### src/rtl/asrv32_trap_ctrl_pkg.sv
// Shared definitions for the trap sequencer: opcode one-hot indices,
// mcause codes, FSM state encoding and the load/store alignment rule.
package asrv32_trap_ctrl_pkg;

   localparam int OPCODE_WIDTH = 6;
   localparam int OP_LOAD      = 0;
   localparam int OP_STORE     = 1;
   localparam int OP_BRANCH    = 2;
   localparam int OP_JAL       = 3;
   localparam int OP_JALR      = 4;
   localparam int OP_SYSTEM    = 5;

   // exception codes
   localparam logic [3:0] CAUSE_INST_MISALIGN  = 4'd0;
   localparam logic [3:0] CAUSE_ILLEGAL        = 4'd2;
   localparam logic [3:0] CAUSE_EBREAK         = 4'd3;
   localparam logic [3:0] CAUSE_LOAD_MISALIGN  = 4'd4;
   localparam logic [3:0] CAUSE_STORE_MISALIGN = 4'd6;
   localparam logic [3:0] CAUSE_ECALL          = 4'd11;
   // interrupt codes
   localparam logic [3:0] CAUSE_M_SW           = 4'd3;
   localparam logic [3:0] CAUSE_M_TIMER        = 4'd7;
   localparam logic [3:0] CAUSE_M_EXT          = 4'd11;

   typedef enum logic [2:0] {
      ST_IDLE     = 3'd0,
      ST_DRAIN    = 3'd1,
      ST_COMMIT   = 3'd2,
      ST_RET      = 3'd3,
      ST_REDIRECT = 3'd4
   } trap_state_t;

   // halfword needs addr[0]=0, word needs addr[1:0]=0, bytes never fault
   function automatic logic ls_misaligned(input logic [2:0] funct3, input logic [1:0] addr);
      case (funct3)
         3'b001, 3'b101: ls_misaligned = addr[0];
         3'b010:         ls_misaligned = (addr != 2'b00);
         default:        ls_misaligned = 1'b0;
      endcase
   endfunction

endpackage

### src/rtl/asrv32_trap_prio.sv
// Combinational trap detector: misalignment checks plus fixed-priority
// encoding of exceptions and enabled interrupts into a single cause.
module asrv32_trap_prio
   import asrv32_trap_ctrl_pkg::*;
(
   input  logic                    i_stage_en,
   input  logic [OPCODE_WIDTH-1:0] i_opcode,
   input  logic [2:0]              i_funct3,
   input  logic [31:0]             i_alu_result,
   input  logic                    i_branch_taken,
   input  logic                    i_is_inst_illegal,
   input  logic                    i_is_ecall,
   input  logic                    i_is_ebreak,
   input  logic [31:0]             i_pc,
   input  logic                    i_mstatus_mie,
   input  logic [2:0]              i_mie,
   input  logic                    i_external_interrupt,
   input  logic                    i_software_interrupt,
   input  logic                    i_timer_interrupt,
   output logic                    o_valid,
   output logic                    o_is_interrupt,
   output logic [3:0]              o_code,
   output logic [31:0]             o_tval
);

   logic w_inst_mis, w_load_mis, w_store_mis;

   assign w_inst_mis  = (i_opcode[OP_JAL] | i_opcode[OP_JALR] |
                         (i_opcode[OP_BRANCH] & i_branch_taken)) &
                        (i_alu_result[1:0] != 2'b00);
   assign w_load_mis  = i_opcode[OP_LOAD]  & ls_misaligned(i_funct3, i_alu_result[1:0]);
   assign w_store_mis = i_opcode[OP_STORE] & ls_misaligned(i_funct3, i_alu_result[1:0]);

   // exceptions first, then interrupts only when globally enabled
   always_comb begin
      o_valid        = 1'b0;
      o_is_interrupt = 1'b0;
      o_code         = 4'd0;
      o_tval         = 32'd0;
      if (i_stage_en) begin
         o_valid = 1'b1;
         if (w_inst_mis) begin
            o_code = CAUSE_INST_MISALIGN;
            o_tval = i_alu_result;
         end else if (i_is_inst_illegal) begin
            o_code = CAUSE_ILLEGAL;
         end else if (i_is_ebreak) begin
            o_code = CAUSE_EBREAK;
            o_tval = i_pc;
         end else if (i_is_ecall) begin
            o_code = CAUSE_ECALL;
         end else if (w_load_mis) begin
            o_code = CAUSE_LOAD_MISALIGN;
            o_tval = i_alu_result;
         end else if (w_store_mis) begin
            o_code = CAUSE_STORE_MISALIGN;
            o_tval = i_alu_result;
         end else if (i_mstatus_mie && i_mie[2] && i_external_interrupt) begin
            o_is_interrupt = 1'b1;
            o_code         = CAUSE_M_EXT;
         end else if (i_mstatus_mie && i_mie[0] && i_software_interrupt) begin
            o_is_interrupt = 1'b1;
            o_code         = CAUSE_M_SW;
         end else if (i_mstatus_mie && i_mie[1] && i_timer_interrupt) begin
            o_is_interrupt = 1'b1;
            o_code         = CAUSE_M_TIMER;
         end else begin
            o_valid = 1'b0;
         end
      end
   end

endmodule

### src/rtl/asrv32_trap_ctrl.sv
// Trap sequencer: catches a trap or MRET at the MEMORYACCESS boundary,
// stalls, drains, pulses the CSR commit and redirects fetch.
module asrv32_trap_ctrl
   import asrv32_trap_ctrl_pkg::*;
#(
   parameter bit          VECTORED_EN  = 1'b1,
   parameter logic [31:0] TRAP_ADDRESS = 32'd0
) (
   input  logic                    i_clk,
   input  logic                    i_rst_n,
   input  logic                    i_stage_en,
   input  logic [OPCODE_WIDTH-1:0] i_opcode,
   input  logic [2:0]              i_funct3,
   input  logic [31:0]             i_alu_result,
   input  logic                    i_branch_taken,
   input  logic                    i_is_inst_illegal,
   input  logic                    i_is_ecall,
   input  logic                    i_is_ebreak,
   input  logic                    i_is_mret,
   input  logic [31:0]             i_pc,
   input  logic                    i_mstatus_mie,
   input  logic [2:0]              i_mie,
   input  logic                    i_external_interrupt,
   input  logic                    i_software_interrupt,
   input  logic                    i_timer_interrupt,
   input  logic [31:0]             i_mtvec,
   input  logic [31:0]             i_mepc,
   input  logic                    i_pipe_idle,
   input  logic                    i_redirect_ack,
   output logic                    o_stall,
   output logic                    o_trap_commit,
   output logic                    o_mret_commit,
   output logic [31:0]             o_mepc,
   output logic [31:0]             o_mcause,
   output logic [31:0]             o_mtval,
   output logic                    o_redirect,
   output logic [31:0]             o_redirect_addr
);

   trap_state_t r_state;
   logic        r_stall, r_trap_commit, r_mret_commit, r_redirect;
   logic [31:0] r_mepc, r_mcause, r_mtval, r_redirect_addr;

   logic        w_trap_valid, w_is_int;
   logic [3:0]  w_code;
   logic [31:0] w_tval, w_base, w_trap_target;

   asrv32_trap_prio u_prio (
      .i_stage_en           (i_stage_en),
      .i_opcode             (i_opcode),
      .i_funct3             (i_funct3),
      .i_alu_result         (i_alu_result),
      .i_branch_taken       (i_branch_taken),
      .i_is_inst_illegal    (i_is_inst_illegal),
      .i_is_ecall           (i_is_ecall),
      .i_is_ebreak          (i_is_ebreak),
      .i_pc                 (i_pc),
      .i_mstatus_mie        (i_mstatus_mie),
      .i_mie                (i_mie),
      .i_external_interrupt (i_external_interrupt),
      .i_software_interrupt (i_software_interrupt),
      .i_timer_interrupt    (i_timer_interrupt),
      .o_valid              (w_trap_valid),
      .o_is_interrupt       (w_is_int),
      .o_code               (w_code),
      .o_tval               (w_tval)
   );

   // handler address from the live mtvec and the latched cause
   always_comb begin
      w_base        = i_mtvec & ~32'h3;
      if (w_base == 32'd0) w_base = TRAP_ADDRESS;
      w_trap_target = w_base;
      if (VECTORED_EN && (i_mtvec[1:0] == 2'b01) && r_mcause[31])
         w_trap_target = w_base + {26'd0, r_mcause[3:0], 2'b00};
   end

   // sequencing FSM; every output is a register updated on state entry
   always_ff @(posedge i_clk or negedge i_rst_n) begin
      if (!i_rst_n) begin
         r_state         <= ST_IDLE;
         r_stall         <= 1'b0;
         r_trap_commit   <= 1'b0;
         r_mret_commit   <= 1'b0;
         r_redirect      <= 1'b0;
         r_mepc          <= 32'd0;
         r_mcause        <= 32'd0;
         r_mtval         <= 32'd0;
         r_redirect_addr <= 32'd0;
      end else begin
         unique case (r_state)
            ST_IDLE: begin
               if (w_trap_valid) begin
                  r_state  <= ST_DRAIN;
                  r_stall  <= 1'b1;
                  r_mcause <= {w_is_int, 27'd0, w_code};
                  r_mepc   <= i_pc;
                  r_mtval  <= w_tval;
               end else if (i_stage_en && i_is_mret) begin
                  r_state       <= ST_RET;
                  r_stall       <= 1'b1;
                  r_mret_commit <= 1'b1;
               end
            end
            ST_DRAIN: begin
               if (i_pipe_idle) begin
                  r_state       <= ST_COMMIT;
                  r_trap_commit <= 1'b1;
               end
            end
            ST_COMMIT: begin
               r_state         <= ST_REDIRECT;
               r_trap_commit   <= 1'b0;
               r_redirect      <= 1'b1;
               r_redirect_addr <= w_trap_target;
            end
            ST_RET: begin
               r_state         <= ST_REDIRECT;
               r_mret_commit   <= 1'b0;
               r_redirect      <= 1'b1;
               r_redirect_addr <= i_mepc & ~32'h3;
            end
            ST_REDIRECT: begin
               if (i_redirect_ack) begin
                  r_state    <= ST_IDLE;
                  r_redirect <= 1'b0;
                  r_stall    <= 1'b0;
               end
            end
            default: r_state <= ST_IDLE;
         endcase
      end
   end

   assign o_stall         = r_stall;
   assign o_trap_commit   = r_trap_commit;
   assign o_mret_commit   = r_mret_commit;
   assign o_redirect      = r_redirect;
   assign o_mepc          = r_mepc;
   assign o_mcause        = r_mcause;
   assign o_mtval         = r_mtval;
   assign o_redirect_addr = r_redirect_addr;

endmodule

### config.mk
export PLATFORM = sky130hd
export DESIGN_NAME = asrv32_trap_ctrl
export DESIGN_NICKNAME = d
export VERILOG_FILES = /design/src/rtl/asrv32_trap_ctrl_pkg.sv /design/src/rtl/asrv32_trap_prio.sv /design/src/rtl/asrv32_trap_ctrl.sv
export SDC_FILE = /design/constraint.sdc
export NUM_CORES = 1
export LEC_CHECK = 0
export CAP_MARGIN = 20
export CORE_MARGIN = 8
export CORE_UTILIZATION = 42
export CTS_BUF_LIST = sky130_fd_sc_hd__clkbuf_2 sky130_fd_sc_hd__clkbuf_4 sky130_fd_sc_hd__clkbuf_8
export DETAILED_ROUTE_END_ITERATION = 10
export PLACE_DENSITY = 0.83
export SYNTH_ARGS = -nofsm -noshare
export SYNTH_HDL_FRONTEND = slang
export SYNTH_HIERARCHICAL = 1
export SYNTH_SLANG_ARGS = --single-unit
### constraint.sdc
create_clock -name i_clk -period 2.5 [get_ports i_clk]
set_input_delay 0.5 -clock i_clk [delete_from_list [all_inputs] [get_ports i_clk]]
set_output_delay 0.5 -clock i_clk [all_outputs]
set_load 0.005 [all_outputs]
Word level (Yosys, flattened, before mapping)
Index checks and enable logic that the tools add are counted.

Flip-flop bits (word level): 108. Input bits: 154. Output and inout port bits: 132. Word-level logic and storage cells: 105.

$add $sub $neg: 1. Equality and inequality tests: 13. Muxes and demuxes: 52. Bitwise logic cells: 6. Reduce and logical (&&, ||, !) cells: 24.

Operator list (number): 32-bit two-way mux (9); 32-bit case mux with 2 select lines (1); 4-bit two-way mux (9); 32-bit by 6-bit adder with 32-bit output (1); 32-bit zero test (1); 1-bit two-way mux (22); 3-bit two-way mux (5); 3-bit case mux with 4 select lines (1); 2-bit nonzero test (6); 1-bit case mux with 2 select lines (5); 3-bit by 2-bit equality test with 1-bit output, second input constant (3); 3-bit AND reduction (3); 1-bit logical AND (8); 2-bit != test, second input constant (4); 3-bit by 1-bit equality test with 1-bit output, second input constant (2); 3-bit equality test, second input constant (2); 2-bit AND reduction (3); 1-bit AND (4); 2-bit OR reduction (2); 3-bit zero test (1); 3-bit by 2-bit != test with 1-bit output, second input constant (1); 2-bit by 1-bit equality test with 1-bit output, second input constant (1); 1-bit OR (2).

Logic depth before layout (Yosys ltp)
Gate-level depths: netlist of the first run.

Depth in word-level cells: 14. Depth in mapped cells: 9. Depth with buffers taken out: 7.

By module
The synthesis of the first run kept the hierarchy.

By module, submodules not included: asrv32_trap_ctrl (times used 1, cells each 453, area each 5153.7 um^2, sequential area each 2652.5 um^2); asrv32_trap_prio (times used 1, cells each 107, area each 703.2 um^2, sequential area each 0.0 um^2).

Least setup slack after synthesis of the first run
OpenSTA, ideal clock, no wires.

Kind: input port to flip-flop. From: input i_funct3[1]. To: register r_mtval[13] (netlist: o_mtval[13]). Library setup time: 0.125 ns. Arrival time: 2.652 ns. Data required time: 2.375 ns. Setup slack: -0.277 ns. Stages on the path: 8. Path buffers: 2. Path through: inv_1 o41a_2 nor2_1 o41a_1 nor4b_2 clkbuf_1 buf_2 mux2_2.

Word-level cells in the longest chain between the ends: 12. Elaborated cells between the ends (all ways): 22. Those cells by class: eq/ne (3); mux (15); bitwise (2); reduce/logical (2).

RTL lines: start: declaration (RTL line asrv32_trap_ctrl.sv:13) `input logic [2:0] i_funct3,`; 3-bit by 1-bit equality test with 1-bit output / 3-bit equality test (equally long branches) (RTL line asrv32_trap_ctrl_pkg.sv:35) `case (funct3)`; 2-bit OR reduction (RTL line asrv32_trap_ctrl_pkg.sv:35); 1-bit case mux with 2 select lines * (RTL line asrv32_trap_ctrl_pkg.sv:35); 1-bit AND (RTL line asrv32_trap_prio.sv:32) `assign w_store_mis = i_opcode[OP_STORE] & ls_misaligned(i_funct3, i_alu_result[1:0]);`; 1-bit two-way mux (RTL line asrv32_trap_prio.sv:55) `end else if (w_store_mis) begin`; 1-bit two-way mux * (RTL line asrv32_trap_prio.sv:52) `end else if (w_load_mis) begin`; 1-bit two-way mux * (RTL line asrv32_trap_prio.sv:50) `end else if (i_is_ecall) begin`; 1-bit two-way mux * (RTL line asrv32_trap_prio.sv:47) `end else if (i_is_ebreak) begin`; 1-bit two-way mux * (RTL line asrv32_trap_prio.sv:45) `end else if (i_is_inst_illegal) begin`; 1-bit two-way mux * (RTL line asrv32_trap_prio.sv:42) `if (w_inst_mis) begin`; 1-bit two-way mux * (RTL line asrv32_trap_prio.sv:40) `if (i_stage_en) begin`; via w_trap_valid (RTL line asrv32_trap_ctrl.sv:44) `logic w_trap_valid, w_is_int;`; 2-bit AND reduction (no source line) *; end signal: assignment (RTL line asrv32_trap_ctrl.sv:98) `r_mtval <= w_tval;`; end: declaration (RTL line asrv32_trap_ctrl.sv:42) `logic [31:0] r_mepc, r_mcause, r_mtval, r_redirect_addr;`.

The timed path passes the listed nets; every way through them passes the cells marked *. A chain may end at the register's enable or synchronous reset.

Final worst setup path of the first run
From: input i_opcode[2]. To: register r_mepc[30] (netlist: o_mepc[30]).

Word-level cells in the longest chain between the ends: 6.

RTL lines: start: declaration (RTL line asrv32_trap_ctrl.sv:12) `input logic [OPCODE_WIDTH-1:0] i_opcode,`; 1-bit AND (RTL line asrv32_trap_prio.sv:29) `(i_opcode[OP_BRANCH] & i_branch_taken)) &`; 1-bit OR (RTL line asrv32_trap_prio.sv:28) `assign w_inst_mis = (i_opcode[OP_JAL] | i_opcode[OP_JALR] |`; 1-bit AND (RTL line asrv32_trap_prio.sv:29); 1-bit two-way mux (RTL line asrv32_trap_prio.sv:42); 1-bit two-way mux (RTL line asrv32_trap_prio.sv:40); via w_trap_valid (RTL line asrv32_trap_ctrl.sv:44); 2-bit AND reduction (no source line); end signal: assignment (RTL line asrv32_trap_ctrl.sv:97) `r_mepc <= i_pc;`; end: declaration (RTL line asrv32_trap_ctrl.sv:42).

The timed path passes the listed nets, and every way through them passes these cells.

==> summary.md, run 1 <==
| Metric | Value |
|---|---|
| Run status | `finished clean` |
| Number of setup buffers added after CTS | `0` |
| PwrDens | `937 nW/µm²` |
| Number of buffers inserted during clock tree synthesis | `9` |
| Fmax | `0.417 GHz` |
| Count of vias placed by the detailed router | `5,487` |
| Netlist area before placement | `5860 µm²` |
| Hold violation count in the final report | `0` |
| Critical path peak fanout | `6` |
| Horizontal die dimension | `134 µm` |
| Post-layout net count | `989` |
| Setup violators final | `0` |
| Antenna cell count | `0` |
| Synth area leaders | `dfrtp_1 (45%), mux2_2 (13%), o2bb2ai_1 (4.8%), xnor2_1 (3.9%), buf_4 (3.7%)` |
| DR WL/cell | `20.4 µm` |
| Relative slew slack | `0.462` |
| Number of enable flip-flop cells after synthesis | `0` |
| P&R area growth vs syn | `53.6%` |
| Number of instances in the synthesized netlist | `560` |
| Leftover overflow at the end of global routing | `0` |
| Total of buffers placed on input and output ports | `253` |
| FFs w/ async S/R, synth | `1.00` |
| Combined global-route utilization of all metal layers | `0.228` |
| Die Outline Area | `18,000 µm²` |
| Hold_buf cts | `0` |
| Critical path, cell by cell | `clkdlybuf4s50_1 > a211oi_2 > nor2_1 > o41a_1 > nor4b_4 > buf_6 > bufbuf_16 > mux2_2` |
| First-pass GRT wire length | `32,300 µm` |
| Path type of the worst setup path | `input port to register` |
| Summed negative setup slack over all endpoints | `0 ns` |
| Gpl congestion | `0.926` |
| Data arrival time at the worst-slack endpoint | `2.66 ns` |
| CP peak stage delay | `0.47 ns` |
| Clock transition at the register clock pins on the worst setup and hold paths after CTS | `0.12 ns` |
| Number of cells traversed by the worst register-to-register path | `8` |
| Fraction of final layout cells with drive strength greater than 1 | `0.180` |
| Post-route design area | `9000 µm²` |
| Maximum Capacitance Violations | `0` |
| Worst-case clock skew | `0.0171 ns` |
| Share of synthesized area occupied by flip-flops and latches | `0.453` |
| Drt total wl | `20,800 µm` |
| Number of detailed-route iterations in the first pass | `5` |
| Actual transition at the worst max-transition pin | `0.805 ns` |
| Die outline height | `134 µm` |
| Startpoint kind of the worst setup timing path | `input port` |
| Post-synth top area share | `0.453` |
| Time the worst path needs with I/O delays and setup | `2.40 ns` |
| Final period util | `0.959` |
| Core box area | `13,800 µm²` |
| VDD IR-drop max | `512 µV` |
| Share of the core filled with cells | `0.653` |
| Number of antenna violations at the first check in global routing | `0` |
| Average footprint of a synthesized cell | `10.5 µm²` |
| Number of nets still failing antenna checks after routing | `0` |
| Insertion delay to the later sink of the worst-skew pair | `0.38 ns` |
| Unrepaired setup endpoints after global routing | `false` |
| Smallest hold slack | `0.0934 ns` |
| Class of the worst hold path | `input port to asynchronous set/reset pin` |
| Remaining DRCs | `0` |
| IO Pins | `286` |
| Register bit total from synthesis | `106` |
| Unique cell type count in the Yosys netlist | `57` |
| Slowest-stage cell, CP | `o41a_1` |
| Number of clock sinks | `106` |
| WP data required | `2.76 ns` |
| CTS root buf | `clkbuf_8` |
| Detailed Route Iter0 Violations | `420` |
| Clock tree from TritonCTS | `built` |
| Post-synthesis cell type with the largest combined area | `dfrtp_1` |
| Static Leakage | `3.73 nW` |
| Main flop type after synthesis | `dfrtp_1` |
| HPWL after detailed placement | `16,200 µm` |
| Maximum level of the CTS H-tree | `3` |
| Number of core rows | `43` |
| Maximum count of clock buffers along a single path | `2` |
| Kind of capture point of the worst setup path | `register` |
| Via count of the first global-routing pass | `5,893` |
| Max-slew violation count | `0` |
| Yosys warnings | `6` |
| Instance area after placement | `8710 µm²` |
| Average via count per standard cell | `5.41` |
| Maximum number of pins on one net before global-route repair | `63` |
| Initial Util | `0.425` |
## flip-flops by register name, summed over array words and instances (netlist names)
signal,flops
o_mepc,32
o_mret_commit,1
o_trap_commit,1
r_state,3
o_redirect_addr,30
o_mtval,32
o_redirect,1
o_mcause,5
o_stall,1
## cell usage after synthesis, types with 2 or more instances
| master | count |
|---|---|
| nand3_1 | 4 |
| mux2i_1 | 3 |
| o22ai_1 | 19 |
| and3_1 | 6 |
| buf_4 | 29 |
| nor4_2 | 2 |
| nor3b_1 | 4 |
| a21o_1 | 2 |
| nand2_1 | 50 |
| nand3b_1 | 3 |
| nor2_1 | 32 |
| xnor2_1 | 26 |
| a211oi_1 | 3 |
| a21oi_1 | 39 |
| o2bb2ai_1 | 32 |
| buf_6 | 4 |
| nand4_1 | 3 |
| nor3_1 | 12 |
| a2111oi_0 | 2 |
| o21a_1 | 2 |
| mux2_2 | 69 |
| inv_1 | 7 |
| nor4b_1 | 7 |
| and4_1 | 3 |
| nor4_1 | 4 |
| or3_1 | 2 |
| o21ai_0 | 19 |
| dfrtp_1 | 106 |
| buf_2 | 4 |
| clkbuf_1 | 31 |
| xor2_1 | 2 |
| ha_1 | 4 |
## worst max-delay path: cells and delay by family
family | cells | cell delay [ns]
simple gates | 2 | 0.27
compound gates | 2 | 0.78
buf+inv | 3 | 0.85
mux | 1 | 0.26
## through the flow
step                      power (mW)  worst slack (ns)  std cells
after floorplan                 4.74            0.0168        588
after CTS                       8.50            0.0103       1015
after global routing            8.96            0.0427       1015
after detailed placement        7.28            -0.486        998
after global placement          7.10            -0.383        998
final                           8.43             0.102       1015
## final timing paths
| path | to | slack, ns | startpoint |
|---|---|---|---|
| max in group asynchronous | o_redirect_addr[4] | 1.60 | i_rst_n |
| worst max register to register | o_redirect_addr[14] | 0.32 | o_mcause[0] |
| worst min-delay path | o_mepc[11] | 0.09 | i_rst_n |
| min in group i_clk | o_redirect_addr[5] | 0.50 | o_redirect_addr[5] |
| worst min register to register | o_redirect_addr[5] | 0.50 | o_redirect_addr[5] |
| worst max-delay path | o_mepc[30] | 0.10 | i_opcode[2] |
## cell usage in the layout, fill, tap and decap left out, types with 6 or more instances in the layout
cell	instances
o22ai_1	19
conb_1	29
a21oi_1	38
nor4b_1	7
nor2_1	31
nor3_1	12
xnor2_1	26
clkbuf_8	10
buf_4	39
dfrtp_1	106
o2bb2ai_1	32
inv_1	7
mux2_2	69
nand2_1	50
and3_1	6
o21ai_0	18
clkdlybuf4s50_1	247
## layer usage
layer / global-route usage / vias up / wire length (µm)
li1: - / 2503 / -
met1: 0.249 / 2669 / 7650
met3: 0.0617 / 74 / 1540
met2: 0.390 / 241 / 10400
met5: 0 / - / 0
met4: 0.135 / 0 / 1150
## cell families (layout without fill, tap and decap cells)
family	count (synthesis)	count (layout)	share of synthesized area
multiplexers	72	72	0.138
AND/OR/NAND/NOR	142	142	0.131
XOR/XNOR	28	28	0.0419
adder cells (fa/ha/maj)	5	5	0.0120
other	1	29	0.000640
flip-flops	106	106	0.453
buffers and inverters	77	324	0.0758
AO/OA/AOI/OAI	129	129	0.148
## report_power, final
group / internal, mW / switching (mW) / total [mW]
clock: 0.504 / 0.618 / 1.12
sequential: 2.53 / 0.545 / 3.07
combinational: 2.60 / 1.64 / 4.24
total: 5.63 / 2.80 / 8.43
## area by class of cell
type                            instances  area (µm²)
Clock inverter                          6        72.6
Fill cell                            1052        4780
Multi-Input combinational cell        405        2890
Timing Repair Buffer                  301        2990
Tap cell                              180         225
Sequential cell                       106        2650
Clock buffer                           10         138
Inverter                                7        26.3
## repair_timing
| action | CTS | global route |
|---|---|---|
| endpoints found under the setup margin | 69 | 27 |
| gates resized for setup | 10 | 4 |
| pin swaps | 0 | 1 |
| cloned | 1 | 0 |
(Power assumes the default switching activity.)
==> run 2, diff against run 1 <==
--- a/config.mk
+++ b/config.mk
@@ -9,6 +9,6 @@
 export CORE_MARGIN = 8
-export CORE_UTILIZATION = 42
+export CORE_UTILIZATION = 45
 export CTS_BUF_LIST = sky130_fd_sc_hd__clkbuf_2 sky130_fd_sc_hd__clkbuf_4 sky130_fd_sc_hd__clkbuf_8
 export DETAILED_ROUTE_END_ITERATION = 10
-export PLACE_DENSITY = 0.83
+export PLACE_DENSITY = 0.88
 export SYNTH_ARGS = -nofsm -noshare
==> constraint.sdc (replaced) <==
create_clock -name i_clk -period 3.11 [get_ports i_clk]
set_input_delay 0.622 -clock i_clk [delete_from_list [all_inputs] [get_ports i_clk]]
set_output_delay 0.622 -clock i_clk [all_outputs]
set_load 0.05 [all_outputs]
==> run 2 against run 1 <==
Cell area is 4.1% lower. Flip-flop and latch count stayed put. Final cell count is 3.7% lower. Register-to-register slack better by 0.59 ns. Critical path depth stayed put. Clock-buffer cell count is 1 higher. First-iteration DRC count is 14% lower. Worst hold slack better by 0.21 ns. Setup slack better by 0.30 ns. Non-clock buffer count is 31 lower. Largest power group unchanged. Highest routed layer is now met5.
==> summary.md, run 2 (same netlist as run 1, synthesis figures left out) <==
| Metric | Value |
|---|---|
| Maximum count of clock buffers along a single path | `2` |
| Worst-case clock skew | `0.00969 ns` |
| Commonest non-fill, non-tap cell in the layout | `clkdlybuf4s50_1` |
| Drt total wl | `20,000 µm` |
| Net switching share of the total power | `0.502` |
| Detailed Route Iter0 Violations | `362` |
| Hold violation count in the final report | `0` |
| Number of detailed-route iterations in the first pass | `5` |
| Remaining DRCs | `0` |
| Combined global-route utilization of all metal layers | `0.236` |
| Final period util | `0.870` |
| Number of setup buffers added after CTS | `0` |
| Number of clock sinks | `106` |
| Run status | `finished clean` |
| CP peak stage delay | `0.53 ns` |
| Maximum level of the CTS H-tree | `3` |
| Static Leakage | `3.50 nW` |
| Max-slew violation count | `0` |
| P&R area growth vs syn | `47.4%` |
| Number of buffers inserted during clock tree synthesis | `9` |
| HPWL after detailed placement | `15,600 µm` |
| CTS root buf | `clkbuf_8` |
| VDD IR-drop max | `686 µV` |
| Initial Util | `0.462` |
| Startpoint kind of the worst setup timing path | `input port` |
| Number of antenna violations at the first check in global routing | `3` |
| Number of core rows | `41` |
| Data arrival time at the worst-slack endpoint | `2.97 ns` |
| Clock tree from TritonCTS | `built` |
| Via count of the first global-routing pass | `5,688` |
| Hold_buf cts | `0` |
| Slowest-stage cell, CP | `clkdlybuf4s50_1` |
| Critical path peak fanout | `23` |
| Worst path bufs/invs | `2` |
| Unrepaired setup endpoints after global routing | `false` |
| Setup violators final | `0` |
| Fmax | `0.369 GHz` |
| Relative contribution of sequential cells to total power | `0.279` |
| Die Outline Area | `16,900 µm²` |
| WP data required | `3.38 ns` |
| Number of nets still failing antenna checks after routing | `0` |
| First-pass GRT wire length | `30,400 µm` |
| Maximum number of pins on one net before global-route repair | `59` |
| Class of the worst hold path | `input port to asynchronous set/reset pin` |
| Actual transition at the worst max-transition pin | `0.806 ns` |
| PwrDens | `1020 nW/µm²` |
| Die outline height | `130 µm` |
| Average via count per standard cell | `5.40` |
| Path type of the worst setup path | `input port to register` |
| Gpl congestion | `0.906` |
| Clock transition at the register clock pins on the worst setup and hold paths after CTS | `0.09 ns` |
| Horizontal die dimension | `130 µm` |
| Count of vias placed by the detailed router | `5,278` |
| Kind of capture point of the worst setup path | `register` |
| DR WL/cell | `20.5 µm` |
| Post-layout worst setup margin | `0.403 ns` |
| Summed negative setup slack over all endpoints | `0 ns` |
| Insertion delay to the later sink of the worst-skew pair | `0.38 ns` |
| Critical path, cell by cell | `clkdlybuf4s50_1 > nor2_2 > o41a_2 > nor2_1 > o41a_1 > nor4b_4 > buf_4 > mux2_2` |
| Worst setup slack after placement | `0.00870 ns` |
| Number of gates resized after CTS | `0` |
| Fraction of final layout cells with drive strength greater than 1 | `0.145` |
| Total of buffers placed on input and output ports | `253` |
| Net switching power of the design | `4.42 mW` |
| Highest-count cells in the layout ignoring fill and taps | `clkdlybuf4s50_1 (252), dfrtp_1 (106), mux2_2 (69), nand2_1 (50), a21oi_1 (38)` |
| Filler cell count in the final layout | `982` |
| IO Pins | `286` |
| Leftover overflow at the end of global routing | `0` |
| Time the worst path needs with I/O delays and setup | `2.71 ns` |
| Relative slew slack | `0.461` |
| Core box area | `12,700 µm²` |
| Crit path max-delay family | `buffers and inverters` |
| Total internal power | `4.39 mW` |
| Post-layout net count | `958` |
| Maximum Capacitance Violations | `0` |
| Part of the total power dissipated in combinational logic | `0.626` |
| Clock network fraction of total power | `0.095` |
run 2: power by group through the flow:
stage          registers [mW]  clock network, mW  logic, mW
5_1_grt                  2.55              0.917       5.76
2_1_floorplan            4.58                  0       1.42
4_1_cts                  2.46              0.867       5.55
3_5_place_dp             2.48                  0       5.53
3_3_place_gp             2.43                  0       5.44
6_report                 2.46              0.834       5.51
run 2: worst paths after layout:
kind | slack [ns] | cells after the start | start | endpoint
max | 0.40 | 8 | i_alu_result[0] | o_mepc[24]
min | 0.30 | 1 | i_rst_n | o_mepc[19]
max reg2reg | 0.91 | 8 | o_mcause[0] | o_redirect_addr[14]
min reg2reg | 0.49 | 2 | o_redirect_addr[15] | o_redirect_addr[15]
max in group asynchronous | 1.98 | 2 | i_rst_n | o_redirect_addr[31]
min in group i_clk | 0.49 | 2 | o_redirect_addr[15] | o_redirect_addr[15]
run 2: layout make-up:
class                      count  area [µm²]  area share
antenna                        3        7.51    0.000870
clock buffer                  11         139      0.0161
clock inverter                 3        42.5     0.00493
inverter                       7        26.3     0.00304
multi-input combinational    405        2880       0.333
sequential                   106        2650       0.307
tap                          172         215      0.0249
timing repair buffer         270        2670       0.309
run 2: worst register-to-register path, delay by kind of cell, from the launching register on:
family          cells  cell delay (ns)
fa+ha+maj           2             0.66
flops               1             0.41
buf+inv             1             0.25
xor+xnor            1             0.19
compound gates      3             0.45
simple gates        1             0.10
run 2: metal layers:
metal / vias up / wire length, µm / global-route usage
met3: 48 / 2010 / 0.0930
met5: - / 11 / 0
met2: 228 / 10300 / 0.405
met4: 2 / 798 / 0.109
met1: 2559 / 6930 / 0.250
li1: 2441 / - / -
run 2: stage by stage:
step                utilization  hold WS (ns)  area, µm²  power [mW]  instances
finish                    0.681         0.300       8630        8.81        977
CTS                       0.681         0.307       8620        8.87        974
floorplan                     -         0.326       5960        6.01        588
detailed placement        0.666         0.478       8440        8.01        960
global route              0.681         0.338       8630        9.23        976
global placement          0.666         0.462       8440        7.87        960
